<file path="src/rtl/vc_pop_arbiter_pkg.sv">
// Shared types and defaults for the VC pop arbiter.
// State encodings double as the arb_state debug output values.
package vc_pop_arbiter_pkg;

  typedef enum logic [1:0] {
    ARB_IDLE  = 2'd0,
    ARB_SERV0 = 2'd1,
    ARB_SERV1 = 2'd2,
    ARB_HOLD  = 2'd3
  } arb_state_t;

  localparam int unsigned DEF_MAX_VC0_BURST = 4;
  localparam int unsigned DEF_CNT_W         = 3;

  function automatic logic is_serving(input arb_state_t s);
    return (s == ARB_SERV0) || (s == ARB_SERV1);
  endfunction

endpackage

</file>
<file path="src/rtl/vc_pop_arbiter_burst_cnt.sv">
// Saturating count of consecutive VC0 grants while VC1 is waiting.
// guard_force asks the arbiter to serve VC1 once the limit is reached.
module vc_arb_burst_cnt #(
  parameter int unsigned MAX_VC0_BURST = 4,
  parameter int unsigned CNT_W         = 3
) (
  input  logic clk,
  input  logic rst_n,
  input  logic grant_vc0,
  input  logic grant_vc1,
  input  logic vc1_empty,
  output logic guard_force
);

  localparam logic [CNT_W-1:0] LIMIT = CNT_W'(MAX_VC0_BURST);

  logic [CNT_W-1:0] burst_cnt;

  // Clear on VC1 service or when VC1 has nothing queued; otherwise count VC0 grants up to the limit.
  always_ff @(posedge clk or negedge rst_n) begin
    if (!rst_n) begin
      burst_cnt <= '0;
    end else if (grant_vc1 || vc1_empty) begin
      burst_cnt <= '0;
    end else if (grant_vc0 && (burst_cnt != LIMIT)) begin
      burst_cnt <= burst_cnt + 1'b1;
    end
  end

  assign guard_force = (burst_cnt == LIMIT);

endmodule

</file>
<file path="src/rtl/vc_pop_arbiter.sv">
// VC0/VC1 pop arbiter: strict VC0 priority, pause stalls all pops,
// selector/valid_out registered to line up with the FIFO 1-cycle read latency.
// Optional starvation guard enabled by defining VC_ARB_STARVE_GUARD_EN.
module vc_pop_arbiter
  import vc_pop_arbiter_pkg::*;
#(
  parameter int unsigned MAX_VC0_BURST = DEF_MAX_VC0_BURST,
  parameter int unsigned CNT_W         = DEF_CNT_W
) (
  input  logic       clk,
  input  logic       reset_L,
  input  logic       vc0_empty,
  input  logic       vc1_empty,
  input  logic       pause,
  output logic       pop_VC0,
  output logic       pop_VC1,
  output logic       selector,
  output logic       valid_out,
  output logic [1:0] arb_state
);

  arb_state_t state, next;
  logic       guard_force;

  if (CNT_W < $clog2(MAX_VC0_BURST + 1)) begin : g_width_check
    $error("CNT_W too narrow for MAX_VC0_BURST");
  end

`ifdef VC_ARB_STARVE_GUARD_EN
  vc_arb_burst_cnt #(
    .MAX_VC0_BURST (MAX_VC0_BURST),
    .CNT_W         (CNT_W)
  ) u_burst_cnt (
    .clk         (clk),
    .rst_n       (reset_L),
    .grant_vc0   (pop_VC0),
    .grant_vc1   (pop_VC1),
    .vc1_empty   (vc1_empty),
    .guard_force (guard_force)
  );
`else
  assign guard_force = 1'b0;
`endif

  // Grant decision in priority order; pops are masked while reset is asserted.
  always_comb begin
    pop_VC0 = 1'b0;
    pop_VC1 = 1'b0;
    next    = ARB_IDLE;
    if (pause) begin
      next = ARB_HOLD;
    end else if (guard_force && !vc1_empty) begin
      pop_VC1 = 1'b1;
      next    = ARB_SERV1;
    end else if (!vc0_empty) begin
      pop_VC0 = 1'b1;
      next    = ARB_SERV0;
    end else if (!vc1_empty) begin
      pop_VC1 = 1'b1;
      next    = ARB_SERV1;
    end
    if (!reset_L) begin
      pop_VC0 = 1'b0;
      pop_VC1 = 1'b0;
    end
  end

  // State and mux-side outputs; selector keeps its last value when nothing was popped.
  always_ff @(posedge clk or negedge reset_L) begin
    if (!reset_L) begin
      state     <= ARB_IDLE;
      selector  <= 1'b0;
      valid_out <= 1'b0;
    end else begin
      state     <= next;
      valid_out <= is_serving(next);
      if (is_serving(next)) begin
        selector <= (next == ARB_SERV1);
      end
    end
  end

  assign arb_state = state;

endmodule

</file>
<file path="config.mk">
export PLATFORM = sky130hd
export DESIGN_NAME = vc_pop_arbiter
export DESIGN_NICKNAME = d
export VERILOG_FILES = /design/src/rtl/vc_pop_arbiter_pkg.sv /design/src/rtl/vc_pop_arbiter_burst_cnt.sv /design/src/rtl/vc_pop_arbiter.sv
export SDC_FILE = /design/constraint.sdc
export NUM_CORES = 1
export LEC_CHECK = 0
export CAP_MARGIN = 5
export CORE_AREA = 4 4 41 43
export DETAILED_ROUTE_END_ITERATION = 6
export DIE_AREA = 0 0 45 47
export GPL_TIMING_DRIVEN = 0
export SYNTH_ARGS = -nofsm -noshare
export SYNTH_HDL_FRONTEND = slang
export SYNTH_SLANG_ARGS = --single-unit
</file>
<file path="constraint.sdc">
create_clock -name clk -period 0.8 [get_ports clk]
set_input_delay 0.12 -clock clk [delete_from_list [all_inputs] [get_ports clk]]
set_output_delay 0.12 -clock clk [all_outputs]
set_load 0.01 [all_outputs]
</file>
# Yosys cells after proc, flatten, opt, wreduce, memory -nomap -nowiden

Cells that the tools add are included.

Input port bits: 5
Output and inout port bits: 6
Register bits: 4
Word-level logic and storage cells: 16

Multiplexer cells: 10
Eq/ne operators: 2
Reductions and logical operators: 1

Operator list:

| cell                                                             | number |
|---|---|
| 1-bit 2-to-1 mux                                                 | 7 |
| 2-bit 2-to-1 mux                                                 | 3 |
| 2-bit by 1-bit == test with 1-bit output (second input constant) | 1 |
| 2-bit == test (second input constant)                            | 1 |
| 1-bit logical OR                                                 | 1 |

# Logic depth before layout (Yosys ltp)

Depth in word-level cells: 5
Mapped depth: 4
Gate-level depth less buffers: 4

# Least setup slack after synthesis

No wires, ideal clock.

Path kind: input-to-reg
From: input vc1_empty
To: register selector
Data arrival time: 0.948 ns
Stages: 4
Data required time: 0.675 ns
Setup slack: -0.272 ns
Cell sequence: inv_1 a21o_2 ha_1 mux2_2

Longest elaborated chain between the ends: 5
Elaborated cells between the ends (all ways): 6
Classes of those cells: eq/ne: 2; mux: 3; reduce/logical: 1

Ends and longest elaborated chain:

| element                                                                          | RTL line                                       | RTL |
|---|---|---|
| start: declaration                                                               | vc_pop_arbiter.sv:13                           | `input logic vc1_empty,` |
| 2-bit 2-to-1 mux *                                                               | vc_pop_arbiter.sv:58                           | `end else if (!vc1_empty) begin` |
| 2-bit 2-to-1 mux *                                                               | vc_pop_arbiter.sv:55                           | `end else if (!vc0_empty) begin` |
| 2-bit 2-to-1 mux *                                                               | vc_pop_arbiter.sv:50                           | `if (pause) begin` |
| 2-bit by 1-bit == test with 1-bit output / 2-bit == test (equally long branches) | vc_pop_arbiter_pkg.sv:16, vc_pop_arbiter.sv:78 |  |
| 1-bit logical OR                                                                 | vc_pop_arbiter_pkg.sv:16                       | `return (s == ARB_SERV0) \|\| (s == ARB_SERV1);` |
| end signal: assignment                                                           | vc_pop_arbiter.sv:78                           | `selector <= (next == ARB_SERV1);` |
| end: declaration                                                                 | vc_pop_arbiter.sv:17                           | `output logic selector,` |

Every way passes the cells marked *; elsewhere a longest branch is shown, timed or not.
A chain may end at the register's enable or synchronous reset.

# Worst setup path after layout

Ends and elaborated chain as after synthesis.

==> results.py <==
metrics = {
    "outcome": {
        "outcome": "complete, but fails checks",
        "violations": "setup timing",
    },
    "setup_path": {
        "cp.arrival_ns": 0.99,
        "crit_family": "multiplexers",
        "cp_max_fo": 2,
        "r2r_end": "selector",
        "reg2reg_slack_ns": 0.05,
        "reg2reg_depth": 1,
        "crit_chain": "buf_8 > inv_8 > a21o_4 > ha_4 > mux2_4",
        "crit_slowest_cell": "mux2_4",
        "cp-start-kind": "primary input",
        "r2r_start": "selector",
        "crit_type": "primary input to register",
        "cpPeakStageDelay_ns": 0.29,
        "cp.buffers_inverters": 2,
        "critPathRequiredTime_ns": 0.91,
        "end_kind": "register",
    },
    "placed_design": {
        "dp_cells": 39,
        "gp_congestion": 0.693,
        "pre_cts_slack_ns": -0.903,
        "dpl.hpwl_um": 370,
        "portBuffers": 10,
    },
    "synth": {
        "synth-simple-area-share_pct": 15.3,
        "netlist_top_cells_area": "dfrtp_1 56%, a21o_2 9.7%, nand2b_4 7.6%, ha_1 6.9%, mux2_2 6.3%",
        "synth-compound-area-share_pct": 9.72,
        "synthesis.area_um2": 180,
        "avgSynthCellArea_um2": 12.9,
        "yosysWarnings": 0,
        "yosys.area.top_type": "dfrtp_1",
        "ys_seq_area_share_pct": 55.6,
        "ys_seq_elements": 4,
        "synth_nets": 20,
        "synth_top_family_by_area": "simple AND/OR/NAND/NOR gates",
        "yosysUniqueCellTypes": 9,
        "synth_adder_area_share_pct": 6.94,
        "synth_cells": 14,
        "synth-xor-area-share_pct": 0,
        "synthMuxAreaShare_pct": 6.25,
        "yosysTopAreaCellShare_pct": 55.6,
    },
    "route": {
        "drt.antenna.violating_nets": 0,
        "drc_errors": 0,
        "firstDrtPassIters": 1,
        "vias": 160,
        "drt_iter0_markers": 0,
        "wire_per_inst_um": 10.8,
        "routed_wl_um": 477,
        "viasPerCell": 3.64,
    },
    "hold_path": {
        "worstHoldEndpoint": "arb_state[1]",
        "holdCritStartpoint": "pause",
        "worstHoldPathType": "primary input to register",
        "whs_path_depth": 2,
    },
    "clock_tree": {
        "cts_tree": "done",
        "cts_sinks": 4,
        "root_buffer": "clkbuf_4",
        "cts_max_level": 1,
        "cts.clk_slew.worst_paths_ns": 0.04,
        "cts_buffers": 3,
        "insertion_delay_ns": 0.23,
        "clockBufferDepth": 2,
    },
    "finish": {
        "drive_gt1_share_pct": 79.3,
        "final_cell_mix": "4 x dfrtp_1, 4 x buf_2, 3 x clkbuf_4, 3 x buf_8, 3 x buf_6",
        "nets": 37,
        "syn2layout_area_growth_pct": 111,
        "fin_cells": 44,
        "antennaDiodeCount": 0,
    },
    "timing": {
        "fin_crit_sh_pct": 109,
        "fmax_mhz": 1140,
        "tightestPinTransition_ns": 0.187,
        "hold_viol": 0,
        "rsz0062_at_grt": "yes",
        "clock_skew_ns": 0,
        "setup_violations": 6,
        "fin_tns_setup_ns": -0.231,
        "min_period_ns": 0.876,
        "whs_ns": 0.0810,
        "max-slew-margin-rel_pct": 87.5,
        "slew_viol_final": 0,
        "worst_slack_ns": -0.0758,
    },
    "global_routing": {
        "grt_overflow": 0,
        "grt_use_total_pct": 6.25,
        "grt_max_degree": 5,
        "grt_pass1_wl_um": 779,
        "antenna_found_initial": 0,
        "first_global_vias": 173,
    },
    "power_and_ir_drop": {
        "total_power_w": 0.000618,
        "comb_power_share_pct": 23.6,
        "power.density_nw_per_um2": 1620,
        "clock_power_share_pct": 39.5,
        "power_switching_w": 0.000142,
        "ir_drop_mv": 0.355,
        "p_seq_share_pct": 36.8,
        "leakage_nw": 0.188,
        "netSwitchingFraction_pct": 23.0,
        "intPower_w": 0.000476,
    },
    "floorplan": {
        "core_um2": 1300,
        "die_h_um": 47,
        "io-pin-count": 11,
        "dieWidth_um": 45,
        "dieArea_um2": 2120,
        "rows": 13,
        "initial_core_util_pct": 13.8,
    },
    "flow_run": {
        "maxCapViolCount": 0,
    },
}
## registers in the layout, indices dropped and copies added, names as in the netlist
signal and flops:
selector 1, arb_state 2, valid_out 1
## synthesized netlist by cell type
cell type and n:
nand2b_4 1, a21o_2 2, inv_2 1, and3_1 1, dfrtp_1 4, mux2_2 1, inv_1 2, ha_1 1
nor3b_1 1
## cell families (layout without fill, tap and decap cells)
kind of cell / after synthesis / in the layout
compound gates: 2 / 2
fa+ha+maj: 1 / 1
buf+inv: 3 / 18
flops: 4 / 4
mux: 1 / 1
simple gates: 3 / 3
## how the worst max path moves through the flow
stage | start | end | slack, ns | cells past startpoint
3_3_place_gp | vc0_empty | pop_VC1 | -0.87 | 5
2_1_floorplan | vc1_empty | selector | -0.18 | 4
4_1_cts | selector | selector | -0.08 | 1
6_report | vc1_empty | selector | -0.08 | 5
5_1_grt | selector | selector | -0.1 | 1
3_5_place_dp | vc0_empty | pop_VC1 | -0.90 | 5
## power by group through the flow
stage | combinational [W] | clock (W) | sequential [W]
global placement | 0.000138 | 0 | 0.000229
detailed placement | 0.000142 | 0 | 0.000229
floorplan | 0.0000505 | 0 | 0.000239
global route | 0.000157 | 0.000282 | 0.000229
finish | 0.000146 | 0.000244 | 0.000228
CTS | 0.000135 | 0.000257 | 0.000226
## routing by layer
metal  GRT usage [%]  vias to the layer above  part of all wire [%]
li1                -                       79                     -
met1            6.16                       70                    39
met2            7.34                       11                    42
met3            5.36                        0                    19
met4            7.02                        0                     0
met5               0                        -                     0
## repair_timing
| action | in CTS | in global routing |
|---|---|---|
| hold endpoints to repair | 4 | 0 |
| gates resized for setup | 49 | 6 |
| endpoints found under the setup margin | 9 | 6 |
| pin swaps | 2 | 2 |
| buffers inserted | 1 | 0 |
| hold buffers | 1 | 0 |
| gates cloned | 0 | 0 |
## area by class of cell
type,count,area (um^2)
Fill cell,144,921
Timing Repair Buffer,12,116
Sequential cell,4,100
Multi-Input combinational cell,7,101
Clock buffer,3,22.5
Inverter,3,21.3
Tap cell,15,18.8
## per-stage QoR
stage               instance area [um^2]  utilization, %
finish                               380            29.2
global route                         380            29.2
CTS                                  349            26.8
detailed placement                   329            25.3
global placement                     329            25.3
floorplan                            210               -
Power figures use the tool's default switching activity.
